[config.mk]
export PLATFORM = sky130hd
export DESIGN_NAME = oam_dma_controller
export DESIGN_NICKNAME = d
export VERILOG_FILES = /design/src/rtl/ppu_types_pkg.sv /design/src/rtl/oam_dma_controller.sv
export SDC_FILE = /design/constraint.sdc
export NUM_CORES = 1
export LEC_CHECK = 0
export ABC_AREA = 0
export CELL_PAD_IN_SITES_DETAIL_PLACEMENT = 0
export CELL_PAD_IN_SITES_GLOBAL_PLACEMENT = 2
export CORE_UTILIZATION = 26
export DETAILED_ROUTE_END_ITERATION = 16
export GPL_TIMING_DRIVEN = 0
export HOLD_SLACK_MARGIN = 0.02
export PLACE_DENSITY_LB_ADDON = 0.1
export SYNTH_ARGS = -nofsm -noshare
export SYNTH_HDL_FRONTEND = slang
export SYNTH_SLANG_ARGS = --single-unit
[constraint.sdc]
create_clock -name clk -period 2.46 [get_ports clk]
set_input_delay 0.492 -clock clk [delete_from_list [all_inputs] [get_ports clk]]
set_output_delay 0.492 -clock clk [all_outputs]
set_load 0.005 [all_outputs]
[src/rtl/ppu_types_pkg.sv]
// Shared PPU-side types and constants.
// Holds the OAM DMA state encoding, the transfer length and the echo-RAM fold
// used when mapping the FF46 source page onto the system bus.
package ppu_types_pkg;

    typedef enum logic [1:0] {
        DMA_IDLE  = 2'd0,
        DMA_START = 2'd1,
        DMA_XFER  = 2'd2
    } oam_dma_state_t;

    localparam int         OAM_DMA_BYTES   = 160;
    localparam logic [7:0] DMA_ECHO_BASE   = 8'hE0;
    localparam logic [7:0] DMA_ECHO_OFFSET = 8'h20;

    // Source pages E0..FF mirror C0..DF (echo RAM), so FE reads DE and FF reads DF.
    function automatic logic [7:0] dma_fold_src(input logic [7:0] src_hi);
        return (src_hi >= DMA_ECHO_BASE) ? (src_hi - DMA_ECHO_OFFSET) : src_hi;
    endfunction

endpackage

[src/rtl/oam_dma_controller.sv]
// OAM DMA controller.
// A CPU write to FF46 starts a copy of OAM_BYTES bytes from page {src_hi,8'h00}
// into PPU OAM, one byte every DOTS_PER_BYTE clocks after a START_DELAY-clock
// start delay. A new write during a transfer restarts it from byte 0.
// Build option: define OAM_DMA_READBACK_EN to make FF46 read back the last
// written value; otherwise FF46 reads as open bus (8'hFF).
module oam_dma_controller
    import ppu_types_pkg::*;
#(
    parameter int OAM_BYTES     = OAM_DMA_BYTES,
    parameter int DOTS_PER_BYTE = 4,
    parameter int START_DELAY   = 4
) (
    input  logic        clk,
    input  logic        reset_n,
    input  logic        reg_we,
    input  logic [7:0]  reg_wdata,
    output logic [7:0]  reg_rdata,
    output logic        src_read_en,
    output logic [15:0] src_addr,
    input  logic [7:0]  src_rdata,
    output logic        oam_we,
    output logic [7:0]  oam_waddr,
    output logic [7:0]  oam_wdata,
    output logic        dma_active,
    output logic        busy
);

    localparam int SUB_W   = $clog2(DOTS_PER_BYTE);
    localparam int START_W = $clog2(START_DELAY + 1);

    localparam logic [SUB_W-1:0]   LAST_SUB   = SUB_W'(DOTS_PER_BYTE - 1);
    localparam logic [START_W-1:0] LAST_START = START_W'(START_DELAY - 1);
    localparam logic [7:0]         LAST_BYTE  = 8'(OAM_BYTES - 1);

    oam_dma_state_t     state_q,     state_d;
    logic [START_W-1:0] start_cnt_q, start_cnt_d;
    logic [SUB_W-1:0]   sub_cnt_q,   sub_cnt_d;
    logic [7:0]         byte_idx_q,  byte_idx_d;
    logic [7:0]         src_hi_q,    src_hi_d;
    logic [7:0]         data_q,      data_d;
    logic               restart_q,   restart_d;

    // State and counter registers with synchronous active-low reset.
    always_ff @(posedge clk) begin
        // NOTE: non-blocking assignments so every register updates from pre-edge values.
        if (!reset_n) begin
            state_q     <= DMA_IDLE;
            start_cnt_q <= '0;
            sub_cnt_q   <= '0;
            byte_idx_q  <= '0;
            src_hi_q    <= '0;
            data_q      <= '0;
            restart_q   <= 1'b0;
        end else begin
            state_q     <= state_d;
            start_cnt_q <= start_cnt_d;
            sub_cnt_q   <= sub_cnt_d;
            byte_idx_q  <= byte_idx_d;
            src_hi_q    <= src_hi_d;
            data_q      <= data_d;
            restart_q   <= restart_d;
        end
    end

    // Next-state, counter updates and per-cycle bus strobes.
    always_comb begin
        // NOTE: every signal gets a default first so no path through the case infers a latch.
        state_d     = state_q;
        start_cnt_d = start_cnt_q;
        sub_cnt_d   = sub_cnt_q;
        byte_idx_d  = byte_idx_q;
        src_hi_d    = src_hi_q;
        data_d      = data_q;
        restart_d   = restart_q;
        src_read_en = 1'b0;
        src_addr    = '0;
        oam_we      = 1'b0;
        oam_waddr   = '0;
        oam_wdata   = '0;

        case (state_q)
            DMA_IDLE: begin
            end
            DMA_START: begin
                if (start_cnt_q == LAST_START) begin
                    state_d    = DMA_XFER;
                    sub_cnt_d  = '0;
                    byte_idx_d = '0;
                    restart_d  = 1'b0;
                end else begin
                    start_cnt_d = start_cnt_q + 1'b1;
                end
            end
            DMA_XFER: begin
                // Source byte is fetched on the first dot of each M-cycle.
                if (sub_cnt_q == '0) begin
                    src_read_en = 1'b1;
                    src_addr    = {dma_fold_src(src_hi_q), byte_idx_q};
                    data_d      = src_rdata;
                end
                // OAM write happens on the last dot, then the byte index advances.
                if (sub_cnt_q == LAST_SUB) begin
                    oam_we    = 1'b1;
                    oam_waddr = byte_idx_q;
                    oam_wdata = data_q;
                    sub_cnt_d = '0;
                    if (byte_idx_q == LAST_BYTE) begin
                        state_d = DMA_IDLE;
                    end else begin
                        byte_idx_d = byte_idx_q + 8'd1;
                    end
                end else begin
                    sub_cnt_d = sub_cnt_q + 1'b1;
                end
            end
            default: begin
                state_d = DMA_IDLE;
            end
        endcase

        // A write to FF46 always (re)starts the sequence; a write pending this
        // cycle has already been driven above and still lands in OAM.
        if (reg_we) begin
            state_d     = DMA_START;
            src_hi_d    = reg_wdata;
            start_cnt_d = '0;
            sub_cnt_d   = '0;
            byte_idx_d  = '0;
            if (state_q == DMA_XFER) begin
                restart_d = 1'b1;
            end
        end
    end

    // Bus blocking stays asserted across a restart so the CPU never sneaks in.
    assign dma_active = (state_q == DMA_XFER) || ((state_q == DMA_START) && restart_q);
    assign busy       = (state_q != DMA_IDLE);

`ifdef OAM_DMA_READBACK_EN
    assign reg_rdata = src_hi_q;
`else
    assign reg_rdata = 8'hFF;
`endif

endmodule

---- Word-level counts from Yosys, hierarchy flattened ----
Index checks and enable logic that the tools add are counted.
storage, ports and cells
  register bits ........................... 32
  bits of input ports ..................... 19
  output and inout port bits .............. 44
  logic and storage cells ................. 69
cells by class
  $add $sub $neg .......................... 4
  order comparisons ....................... 1
  equality and inequality tests ........... 13
  muxes and demuxes ....................... 27
  bitwise logic cells ..................... 3
  reduce and logical (&&, ||, !) cells .... 13
operator list
  cell                                                       count
  two-way mux 8 bit                                          8
  two-way mux 16 bit                                         2
  one-hot mux 8 bit (2 select lines)                         1
  AND reduction 4 bit                                        3
  two-way mux 2 bit                                          5
  != test 2 bit (second input constant)                      5
  two-way mux 1 bit                                          9
  != test 3 bit (second input constant)                      3
  adder 8 x 1 -> 8 bit (second input constant)               1
  == test 8 bit (second input constant)                      1
  greater-or-equal comparator 8 bit (second input constant)  1
  subtractor 8 x 6 -> 8 bit (second input constant)          1
  one-hot mux 2 bit (3 select lines)                         1
  AND reduction 2 bit                                        3
  == test 2 bit (second input constant)                      2
  zero test 2 bit                                            2
  one-hot mux 2 bit (2 select lines)                         1
  nonzero test 2 bit                                         2
  adder 3 x 1 -> 3 bit (second input constant)               1
  == test 3 x 2 -> 1 bit (second input constant)             1
  NOT 1 bit                                                  3
  adder 2 x 1 -> 2 bit (second input constant)               1
  == test 2 x 1 -> 1 bit (second input constant)             1
  OR reduction 2 bit                                         1
  2 further kinds                                            2

---- Logic depth before layout (Yosys ltp) ----
  depth after elaboration ................. 5
  gate-level depth with buffers ........... 7

---- Worst setup path before layout ----
Ideal clock, no wire load.
  path type ............................... register to output
  start point ............................. reg state_q[1]
  end point ............................... out oam_waddr[0]
  arrival ................................. 1.181 ns
  data required time ...................... 1.968 ns
  path slack .............................. 0.787 ns
  stages on the path, launching flop included .. 7
  buffers on the path ..................... 2
  cells stage by stage .................... dfxtp_1 > nor2b_2 > nand2_2 > inv_2 > buf_2 > buf_2 > and2_1
between the ends
  longest elaborated chain between the ends .. 2
ends and longest elaborated chain
  item                    line                      text
  start, declared         oam_dma_controller.sv:36  oam_dma_state_t state_q, state_d;
  start signal, assigned  oam_dma_controller.sv:56  state_q <= state_d;
  == test 2 bit           oam_dma_controller.sv:82  case (state_q)
  two-way mux 8 bit       oam_dma_controller.sv:82
  end, declared           oam_dma_controller.sv:23  output logic [7:0] oam_waddr,
No other way between the ends.

---- Worst setup path after layout ----
  start point ............................. reg sub_cnt_q[0]
  end point ............................... out src_addr[13]
between the ends
  longest elaborated chain between the ends .. 3
ends and longest elaborated chain
  item                    line                      text
  start, declared         oam_dma_controller.sv:38  logic [SUB_W-1:0] sub_cnt_q, sub_cnt_d;
  start signal, assigned  oam_dma_controller.sv:58  sub_cnt_q <= sub_cnt_d;
  zero test 2 bit         oam_dma_controller.sv:97  if (sub_cnt_q == '0) begin
  two-way mux 16 bit      oam_dma_controller.sv:97
  two-way mux 16 bit      oam_dma_controller.sv:82
  end, declared           oam_dma_controller.sv:20  output logic [15:0] src_addr,
No other way between the ends.

==> flow_summary.ini <==
[status]
status = finished clean

[placed_design]
postPlaceCellArea_um2 = 2390
place_ws_ns = -0.0338
dp_hpwl_um = 3350
place_congestion = 0.705
io_buffer_count = 54

[sta]
fin_worst_skew_ns = 0.00683
setup_viol = 0
rsz0062_at_grt = false
max_freq_mhz = 425
worst_slew_pin_slew_ns = 0.659
hold_viol_final = 0
finalCriticalPeriod_ns = 2.35
setup_ws_ns = 0.105
maxSlewViolCount = 0
period_share_pct = 95.7
slew_headroom_pct = 56.0

[worst_setup_path]
end_kind = output pin
cp_max_fo = 10
cp.required_ns = 1.97
critical_path_class = flip-flop to output pin
slowest_delay_ns = 0.52
worst_path_max_delay_cell = clkdlybuf4s50_1
cp.arrival_ns = 1.86
start_kind = flip-flop
crit_chain = inv_1 -> ha_4 -> nand2_2 -> buf_4 -> a211oi_2 -> clkdlybuf4s50_1

[power_and_ir_drop]
p_leak_nw = 0.973
finalPower_uw = 985
power_density_nw_per_um2 = 389
peakVddDrop_mv = 0.208

[drt]
drc = 0
finalWirelength_um = 4520
first_iter_violations = 71
routedWlPerCell_um = 12.7
ant_nets = 0
dr_total_vias = 1620
vias_per_cell = 4.56
drt_pass1_iterations = 4

[cts]
insertion_delay_ns = 0.28
cts_max_level = 2
cts_buffers = 5
cts_tree = built
ctsHoldBuffers = 0
root_buffer = clkbuf_8
cts_sinks = 32
cts_max_path_buffers = 2
cts.clk_slew.worst_paths_ns = 0.07

[yosys]
synth_seq_area_share_pct = 37.0
synth_area_um2 = 1730
synth_cells = 211
syn_area_per_cell_um2 = 8.21
yosys.area.top_type = dfxtp_1
async_flop_share_pct = 0
synth-edff-count = 0
ys_warn_count = 0
ys_ff_latch = 32
synth_top_area_share_pct = 37.0
ys_top_cells_by_area = dfxtp_1 37%, and2_1 5.4%, mux2i_1 5.2%, and3_1 5.1%, ha_1 4.3%
synthFlopType = dfxtp_1
synth.distinct_cells = 43

[finish]
layout-drive-gt1-share_pct = 11.5
final_common_cell = clkdlybuf4s50_1
final_cell_mix = 53 x clkdlybuf4s50_1, 30 x dfxtp_1, 19 x nand2_1, 15 x and2_1, 14 x and3_1
layout.nets = 305
design_area_um2 = 2530
fillers = 678
syn_to_final_growth_pct = 46.1
diodes = 0

[die]
coreArea_um2 = 6390
start_util_pct = 27.1
fp.dieW_um = 83.6
die-area_um2 = 6990
dieHeight_um = 83.6
num_io_pins = 63
rows = 29

[grt]
antenna_found_initial = 0
grt_pass1_vias = 1613
grtUsageTotal_pct = 13.9
gr-total-overflow = 0
grt_max_degree = 11
grt_pass1_wl_um = 7780

[run]
maxCapViolCount = 0

[worst_hold_path]
hp-class = flip-flop to flip-flop
report_power, final:
part,leakage [nW],internal (mW),switching (mW)
registers,0.261,0.528,0.00851
clock network,0.0359,0.182,0.177
logic,0.676,0.0557,0.0337
per-stage QoR:
step / cells / util, % / setup TNS [ns] / hold slack (ns)
3_5_place_dp: 349 / 37.5 / -0.179 / 0.453
5_1_grt: 355 / 39.6 / 0 / 0.479
2_1_floorplan: 218 / - / 0 / 0.439
3_3_place_gp: 349 / 37.5 / -0.195 / 0.449
6_report: 355 / 39.6 / 0 / 0.459
4_1_cts: 355 / 39.3 / 0 / 0.462
worst paths after layout:
check / startpoint / end / slack, ns / cells past startpoint
worst max-delay path: sub_cnt_q[0] / src_addr[13] / 0.11 / 6
worst min-delay path: data_q[1] / data_q[1] / 0.46 / 2
worst max register to register: byte_idx_q[1] / byte_idx_q[5] / 0.64 / 5
worst min register to register: data_q[1] / data_q[1] / 0.46 / 2
cells in the mapped netlist, drive strengths merged (2+ instances only):
library cell  instances
a211oi                2
a21boi                8
a21oi                 6
a31oi                 3
and2                 15
and3                 14
buf                  11
clkbuf                7
dfxtp                32
ha                    6
inv                  11
mux2i                 9
nand2                21
nand2b                2
nand3                10
nand4                 3
nor2                 12
nor2b                11
nor3                  2
o21a                  5
o21ai                 2
o31ai                 2
or3                   2
cells by family (layout without fill, tap and decap cells):
family | count (synthesis) | count (layout) | synth area share (%)
compound gates | 34 | 34 | 13.8
simple gates | 98 | 98 | 30.5
flops | 32 | 32 | 37.0
xor+xnor | 1 | 1 | 0.506
buf+inv | 30 | 90 | 8.45
other cells | 1 | 8 | 0.217
mux | 9 | 9 | 5.20
fa+ha+maj | 6 | 6 | 4.34
state kept, by name, indices dropped and copies added, names as in the netlist:
name / count
data_q: 8
restart_q: 1
byte_idx_q: 8
src_hi_q: 8
state_q: 2
start_cnt_q: 3
sub_cnt_q: 2
metal layers:
metal  vias to the layer above  wire length, µm  global-route usage [%]
met4                         0               24                    3.70
met5                         -                0                       0
met2                        47             1980                    22.0
li1                        839                -                       -
met1                       732             2230                    17.9
met3                         2              284                    5.04
critical path, delay by kind of cell, from the launching register on:
kind / cells / cell delay (ns)
buf+inv: 3 / 0.81
simple gates: 1 / 0.08
fa+ha+maj: 1 / 0.16
flops: 1 / 0.34
compound gates: 1 / 0.19
what timing repair did:
action                     CTS  global route
setup endpoints to repair   31            22
pin swaps                    0             0
resized for setup           16             7
setup buffers                2             0
cell type report:
class | instances | area (µm²) | share of cell area, %
Multi-Input combinational cell | 156 | 998 | 39.5
Sequential cell | 32 | 646 | 25.5
Timing Repair Buffer | 56 | 554 | 21.9
Buffer | 17 | 118 | 4.65
Tap cell | 77 | 96.3 | 3.81
Clock buffer | 5 | 68.8 | 2.72
Inverter | 12 | 48.8 | 1.93
Power figures use the tool's default switching activity.
